`config.mk`:
```
export PLATFORM = sky130hd
export DESIGN_NAME = sc_regshifter_seq
export DESIGN_NICKNAME = d
export VERILOG_FILES = /design/src/rtl/sc_regshifter_pkg.sv /design/src/rtl/sc_regshifter_step.sv /design/src/rtl/sc_regshifter_seq.sv
export SDC_FILE = /design/constraint.sdc
export NUM_CORES = 1
export LEC_CHECK = 0
export CAP_MARGIN = 10
export CORE_MARGIN = 2
export CORE_UTILIZATION = 60
export CTS_CLUSTER_SIZE = 14
export DETAILED_ROUTE_END_ITERATION = 6
export DONT_BUFFER_PORTS = 1
export PLACE_DENSITY_LB_ADDON = 0.3
export SKIP_CTS_REPAIR_TIMING = 1
export SYNTH_ARGS = -nofsm -noshare
export SYNTH_HDL_FRONTEND = slang
export SYNTH_SLANG_ARGS = --single-unit
```
`constraint.sdc`:
```
create_clock -name SC_RegSHIFTERSEQ_CLOCK_50 -period 2.06 [get_ports SC_RegSHIFTERSEQ_CLOCK_50]
set_clock_uncertainty 0.15 [all_clocks]
set_input_delay 0.309 -clock SC_RegSHIFTERSEQ_CLOCK_50 [delete_from_list [all_inputs] [get_ports SC_RegSHIFTERSEQ_CLOCK_50]]
set_output_delay 0.309 -clock SC_RegSHIFTERSEQ_CLOCK_50 [all_outputs]
set_load 0.05 [all_outputs]
```
`src/rtl/sc_regshifter_pkg.sv`:
```
// Shared encodings for the sequential universal shift register.
package sc_regshifter_pkg;

    typedef enum logic [2:0] {
        MODE_HOLD = 3'b000,
        MODE_SLL  = 3'b001,
        MODE_SRL  = 3'b010,
        MODE_SRA  = 3'b011,
        MODE_ROL  = 3'b100,
        MODE_ROR  = 3'b101,
        MODE_SIL  = 3'b110,
        MODE_SIR  = 3'b111
    } mode_e;

    typedef enum logic [1:0] {
        IDLE  = 2'b00,
        SHIFT = 2'b01,
        DONE  = 2'b10
    } state_e;

endpackage

```
`src/rtl/sc_regshifter_step.sv`:
```
// Combinational single-position shifter: one step of the selected mode.
module sc_regshifter_step
    import sc_regshifter_pkg::*;
#(
    parameter int unsigned DATAWIDTH = 8
) (
    input  logic [DATAWIDTH-1:0] data_i,
    input  mode_e                mode_i,
    input  logic                 serial_i,
    output logic [DATAWIDTH-1:0] next_data_c_o,
    output logic                 out_bit_c_o
);

    localparam int unsigned DW = DATAWIDTH;

    // Left modes drop the MSB, right modes drop the LSB; rotates feed it back in.
    always_comb begin
        next_data_c_o = data_i;
        out_bit_c_o   = 1'b0;
        case (mode_i)
            MODE_SLL: begin
                next_data_c_o = {data_i[DW-2:0], 1'b0};
                out_bit_c_o   = data_i[DW-1];
            end
            MODE_SRL: begin
                next_data_c_o = {1'b0, data_i[DW-1:1]};
                out_bit_c_o   = data_i[0];
            end
            MODE_SRA: begin
                next_data_c_o = {data_i[DW-1], data_i[DW-1:1]};
                out_bit_c_o   = data_i[0];
            end
            MODE_ROL: begin
                next_data_c_o = {data_i[DW-2:0], data_i[DW-1]};
                out_bit_c_o   = data_i[DW-1];
            end
            MODE_ROR: begin
                next_data_c_o = {data_i[0], data_i[DW-1:1]};
                out_bit_c_o   = data_i[0];
            end
            MODE_SIL: begin
                next_data_c_o = {data_i[DW-2:0], serial_i};
                out_bit_c_o   = data_i[DW-1];
            end
            MODE_SIR: begin
                next_data_c_o = {serial_i, data_i[DW-1:1]};
                out_bit_c_o   = data_i[0];
            end
            default: begin
                next_data_c_o = data_i;
                out_bit_c_o   = 1'b0;
            end
        endcase
    end

endmodule

```
`src/rtl/sc_regshifter_seq.sv`:
```
// Multi-cycle universal shift register: one bit position per clock, start/busy/done handshake.
module sc_regshifter_seq
    import sc_regshifter_pkg::*;
#(
    parameter int unsigned RegSHIFTER_DATAWIDTH  = 8,
    parameter int unsigned RegSHIFTER_SHAMTWIDTH = 4
) (
    input  logic                             SC_RegSHIFTERSEQ_CLOCK_50,
    input  logic                             SC_RegSHIFTERSEQ_RESET_InLow,
    input  logic                             SC_RegSHIFTERSEQ_clear_InLow,
    input  logic                             SC_RegSHIFTERSEQ_load_InLow,
    input  logic                             SC_RegSHIFTERSEQ_start_InHigh,
    input  logic [2:0]                       SC_RegSHIFTERSEQ_mode_In,
    input  logic [RegSHIFTER_SHAMTWIDTH-1:0] SC_RegSHIFTERSEQ_shamt_In,
    input  logic                             SC_RegSHIFTERSEQ_serial_In,
    input  logic [RegSHIFTER_DATAWIDTH-1:0]  SC_RegSHIFTERSEQ_data_InBUS,
    output logic [RegSHIFTER_DATAWIDTH-1:0]  SC_RegSHIFTERSEQ_data_OutBUS,
    output logic                             SC_RegSHIFTERSEQ_serial_Out,
    output logic                             SC_RegSHIFTERSEQ_busy_Out,
    output logic                             SC_RegSHIFTERSEQ_done_Out
);

    localparam int unsigned DW = RegSHIFTER_DATAWIDTH;
    localparam int unsigned SW = RegSHIFTER_SHAMTWIDTH;

    state_e          state_q, state_d;
    mode_e           mode_q, mode_d;
    logic [DW-1:0]   data_q, data_d;
    logic [SW-1:0]   cnt_q, cnt_d;
    logic            serial_q, serial_d;
    logic            busy_q, done_q;

    logic [DW-1:0]   step_data;
    logic            step_bit;

    sc_regshifter_step #(
        .DATAWIDTH (DW)
    ) u_step (
        .data_i        (data_q),
        .mode_i        (mode_q),
        .serial_i      (SC_RegSHIFTERSEQ_serial_In),
        .next_data_c_o (step_data),
        .out_bit_c_o   (step_bit)
    );

    always_ff @(posedge SC_RegSHIFTERSEQ_CLOCK_50 or negedge SC_RegSHIFTERSEQ_RESET_InLow) begin
        if (!SC_RegSHIFTERSEQ_RESET_InLow) begin
            state_q  <= IDLE;
            mode_q   <= MODE_HOLD;
            data_q   <= '0;
            cnt_q    <= '0;
            serial_q <= 1'b0;
            busy_q   <= 1'b0;
            done_q   <= 1'b0;
        end else begin
            state_q  <= state_d;
            mode_q   <= mode_d;
            data_q   <= data_d;
            cnt_q    <= cnt_d;
            serial_q <= serial_d;
            busy_q   <= (state_d != IDLE);
            done_q   <= (state_d == DONE);
        end
    end

    // Clear has top priority everywhere; load and start are honoured only in IDLE.
    always_comb begin
        state_d  = state_q;
        mode_d   = mode_q;
        data_d   = data_q;
        cnt_d    = cnt_q;
        serial_d = serial_q;
        case (state_q)
            IDLE: begin
                if (!SC_RegSHIFTERSEQ_clear_InLow) begin
                    data_d = '0;
                end else if (!SC_RegSHIFTERSEQ_load_InLow) begin
                    data_d = SC_RegSHIFTERSEQ_data_InBUS;
                end else if (SC_RegSHIFTERSEQ_start_InHigh) begin
                    mode_d = mode_e'(SC_RegSHIFTERSEQ_mode_In);
                    if (SC_RegSHIFTERSEQ_shamt_In == '0) begin
                        state_d = DONE;
                    end else begin
                        cnt_d   = SC_RegSHIFTERSEQ_shamt_In;
                        state_d = SHIFT;
                    end
                end
            end
            SHIFT: begin
                if (!SC_RegSHIFTERSEQ_clear_InLow) begin
                    data_d  = '0;
                    cnt_d   = '0;
                    state_d = IDLE;
                end else begin
                    data_d = step_data;
                    if (mode_q != MODE_HOLD) begin
                        serial_d = step_bit;
                    end
                    cnt_d = cnt_q - SW'(1);
                    if (cnt_q == SW'(1)) begin
                        state_d = DONE;
                    end
                end
            end
            DONE: begin
                if (!SC_RegSHIFTERSEQ_clear_InLow) begin
                    data_d = '0;
                    cnt_d  = '0;
                end
                state_d = IDLE;
            end
            default: begin
                state_d = IDLE;
            end
        endcase
    end

    assign SC_RegSHIFTERSEQ_data_OutBUS = data_q;
    assign SC_RegSHIFTERSEQ_serial_Out  = serial_q;
    assign SC_RegSHIFTERSEQ_busy_Out    = busy_q;
    assign SC_RegSHIFTERSEQ_done_Out    = done_q;

endmodule

```
==> flow_summary.toml <==
[outcome]
status = "complete, no violations"

[die]
io_pins = 32
die_height_um = 51.1
rows = 17
core_um2 = 2150
initial_core_util = 0.619
die_area_um2 = 2610
die_x_um = 51.1

[placed_design]
dpl_worst_slack_ns = 0.105
gp_congestion = 0.825
place_hpwl_um = 2320
io_buffers = 0

[sta]
relSlewSlack = 0.410
fin_crit_sh = 0.945
tns_ns = 0
setup_viol = 0
slew_violations = 0
hold_ws_ns = 0.0128
fmax_mhz = 514
hold_viol = 0
rsz0062_at_grt = "no"
post-route-min-period_ns = 1.95
worstMarginPinSlew_ns = 0.882
fin_ws_ns = 0.113

[clock_tree]
clk_pin_slew_ns = 0.10
root_buffer = "clkbuf_4"
clock-sinks = 20
cts_buffers = 3
insertion_delay_ns = 0.30
cts.htree.levels = 1
tritoncts = "yes"
cts_buffer_depth = 2

[final_layout]
syn2layout_area_growth_pct = 12.5
n_antenna_cell = 0
drive_gt1_frac = 0.153
final_nets = 179
postLayoutCoreUtil = 0.696

[logic_synthesis]
synthTopCellsByArea = "dfrtp_1 (38%), ha_1 (5.6%), mux2_1 (5.1%)"
synth_top_flop_cell = "dfrtp_1"
synth_seq_cells = 20
yosysMostFrequentCell = "dfrtp_1"
synth_edf_count = 0
ys_seq_area_frac = 0.377
synth_area_leader_cell = "dfrtp_1"
ys_types = 43
synthTopCellsByCount = "dfrtp_1 (20), nor2_1 (11), a21oi_1 (10), inv_1 (8), nand2_1 (8)"
syn_area_per_cell_um2 = 9.70
synthArstFlopShare = 1.00
syn-num-nets = 164
ys_warn_count = 0
syn_area_um2 = 1330
syn_inst = 137
synth.top_cell.area_share = 0.377

[critical_path]
critPathTopFamily = "flip-flops"
end_kind = "flip-flop"
reg2regPathDepth = 4
start_kind = "flip-flop"
path_cells = "ha_1, a21oi_1, and2_1, mux2_2"
path_buf_inv = 0
path_class = "reg2reg"
rr_startpoint = "state_q[1]$_DFF_PN0_"
slowest_stage = "dfrtp_1"
reg2reg_slack_ns = 0.11
worstPathRequired_ns = 2.10
cp.depth = 4
critical_path.max_fanout = 5
rr_endpoint = "cnt_q[1]$_DFFE_PN0P_"
slowest_delay_ns = 0.44
crit_arrival_ns = 1.99
startpoint = "state_q[1]$_DFF_PN0_"
cp-endpoint = "cnt_q[1]$_DFFE_PN0P_"

[power]
total_power_mw = 2.52
p_per_area_nw_per_um2 = 1690
peakVddDrop_v = 0.00105
leakage_nw = 0.667

[drt]
ant_nets = 0
routed_wirelength_um = 3040
avgViaCountPerCell = 6.38
dr.pass1.iters = 4
wl_per_cell_um = 17.1
vias = 1136
drt_iter0_drc = 27
drc = 0

[global_route]
grt-ovfl-total = 0
grt_pass1_wl_um = 5020
grt-busiest-layer = "met2"
globalRouteMet2Util = 0.468
antenna_found_initial = 0
grt_max_degree = 21
grt_usage = 0.261
grtUsageMet1 = 0.309
grt_pass1_vias = 1130
use_met3 = 0.0585

[worst_hold_path]
hp-class = "in2reg"

[job]
drv_cap = 0
==> registers in the layout, summed over array words and instances, names as in the netlist <==
register                      cells
state_q                           2
SC_RegSHIFTERSEQ_done_Out         1
mode_q                            3
SC_RegSHIFTERSEQ_busy_Out         1
SC_RegSHIFTERSEQ_serial_Out       1
SC_RegSHIFTERSEQ_data_OutBUS      8
cnt_q                             4
==> layout make-up <==
class / count / area [µm²]
tap: 28 / 35.0
timing repair buffer: 17 / 150
fill: 182 / 653
clock buffer: 3 / 22.5
inverter: 8 / 30.0
multi-input combinational: 102 / 757
sequential: 20 / 500
==> power by group <==
group          switching, mW  total (mW)  internal (mW)
clock                  0.114       0.182         0.0682
combinational          0.750        1.38          0.632
sequential             0.397       0.958          0.561
==> per-layer routing <==
metal | vias up | wire length, µm | part of all wire
li1 | 541 | - | -
met2 | 44 | 1560 | 0.51
met4 | 0 | 15 | 0.0049
met5 | - | 0 | 0
met3 | 3 | 204 | 0.067
met1 | 548 | 1250 | 0.41
==> cell families (layout without fill, tap and decap cells) <==
| family | count (synthesis) | in the layout | share of synthesized area |
|---|---|---|---|
| AOI/OAI and AO/OA | 45 | 45 | 0.248 |
| buffers and inverters | 15 | 28 | 0.0537 |
| adders and majority gates | 6 | 6 | 0.0565 |
| xor gates and xnor gates | 1 | 1 | 0.00659 |
| and+or+nand+nor | 39 | 39 | 0.157 |
| muxes | 11 | 11 | 0.102 |
| DFF | 20 | 20 | 0.377 |
==> how the worst min path moves through the flow <==
stage,startpoint,to,slack (ns),cells after the start
after global routing,SC_RegSHIFTERSEQ_mode_In[1],mode_q[1]$_DFFE_PN0P_,0.006,1
final,SC_RegSHIFTERSEQ_mode_In[1],mode_q[1]$_DFFE_PN0P_,0.01,1
after floorplan,SC_RegSHIFTERSEQ_RESET_InLow,SC_RegSHIFTERSEQ_busy_Out$_DFF_PN0_,-0.14,0
after detailed placement,SC_RegSHIFTERSEQ_RESET_InLow,cnt_q[2]$_DFFE_PN0P_,-0.14,0
after global placement,SC_RegSHIFTERSEQ_RESET_InLow,cnt_q[2]$_DFFE_PN0P_,-0.14,0
after CTS,SC_RegSHIFTERSEQ_RESET_InLow,cnt_q[2]$_DFFE_PN0P_,-0.47,0
==> cell usage in the layout (no fill, tap or decap), drive strengths merged, types with 2 or more instances in the layout <==
master / count
nor2: 11
mux2: 10
a22oi: 6
a21o: 2
nand2: 8
a32o: 2
dlygate4sd3: 4
a22o: 4
a31oi: 2
nor3: 2
nand2b: 2
nor4: 2
nand3: 5
a221oi: 2
clkbuf: 3
dfrtp: 20
nand3b: 2
ha: 6
buf: 13
o31ai: 2
o211ai: 2
o22ai: 2
and3: 2
o21ai: 6
and2: 2
inv: 8
a21oi: 10
==> through the flow <==
stage,std cells,area (µm²)
detailed placement,170,1410
floorplan,137,1330
global placement,170,1410
finish,178,1500
global route,178,1500
CTS,173,1440
Note: power is estimated with default switching activity, not from simulation.
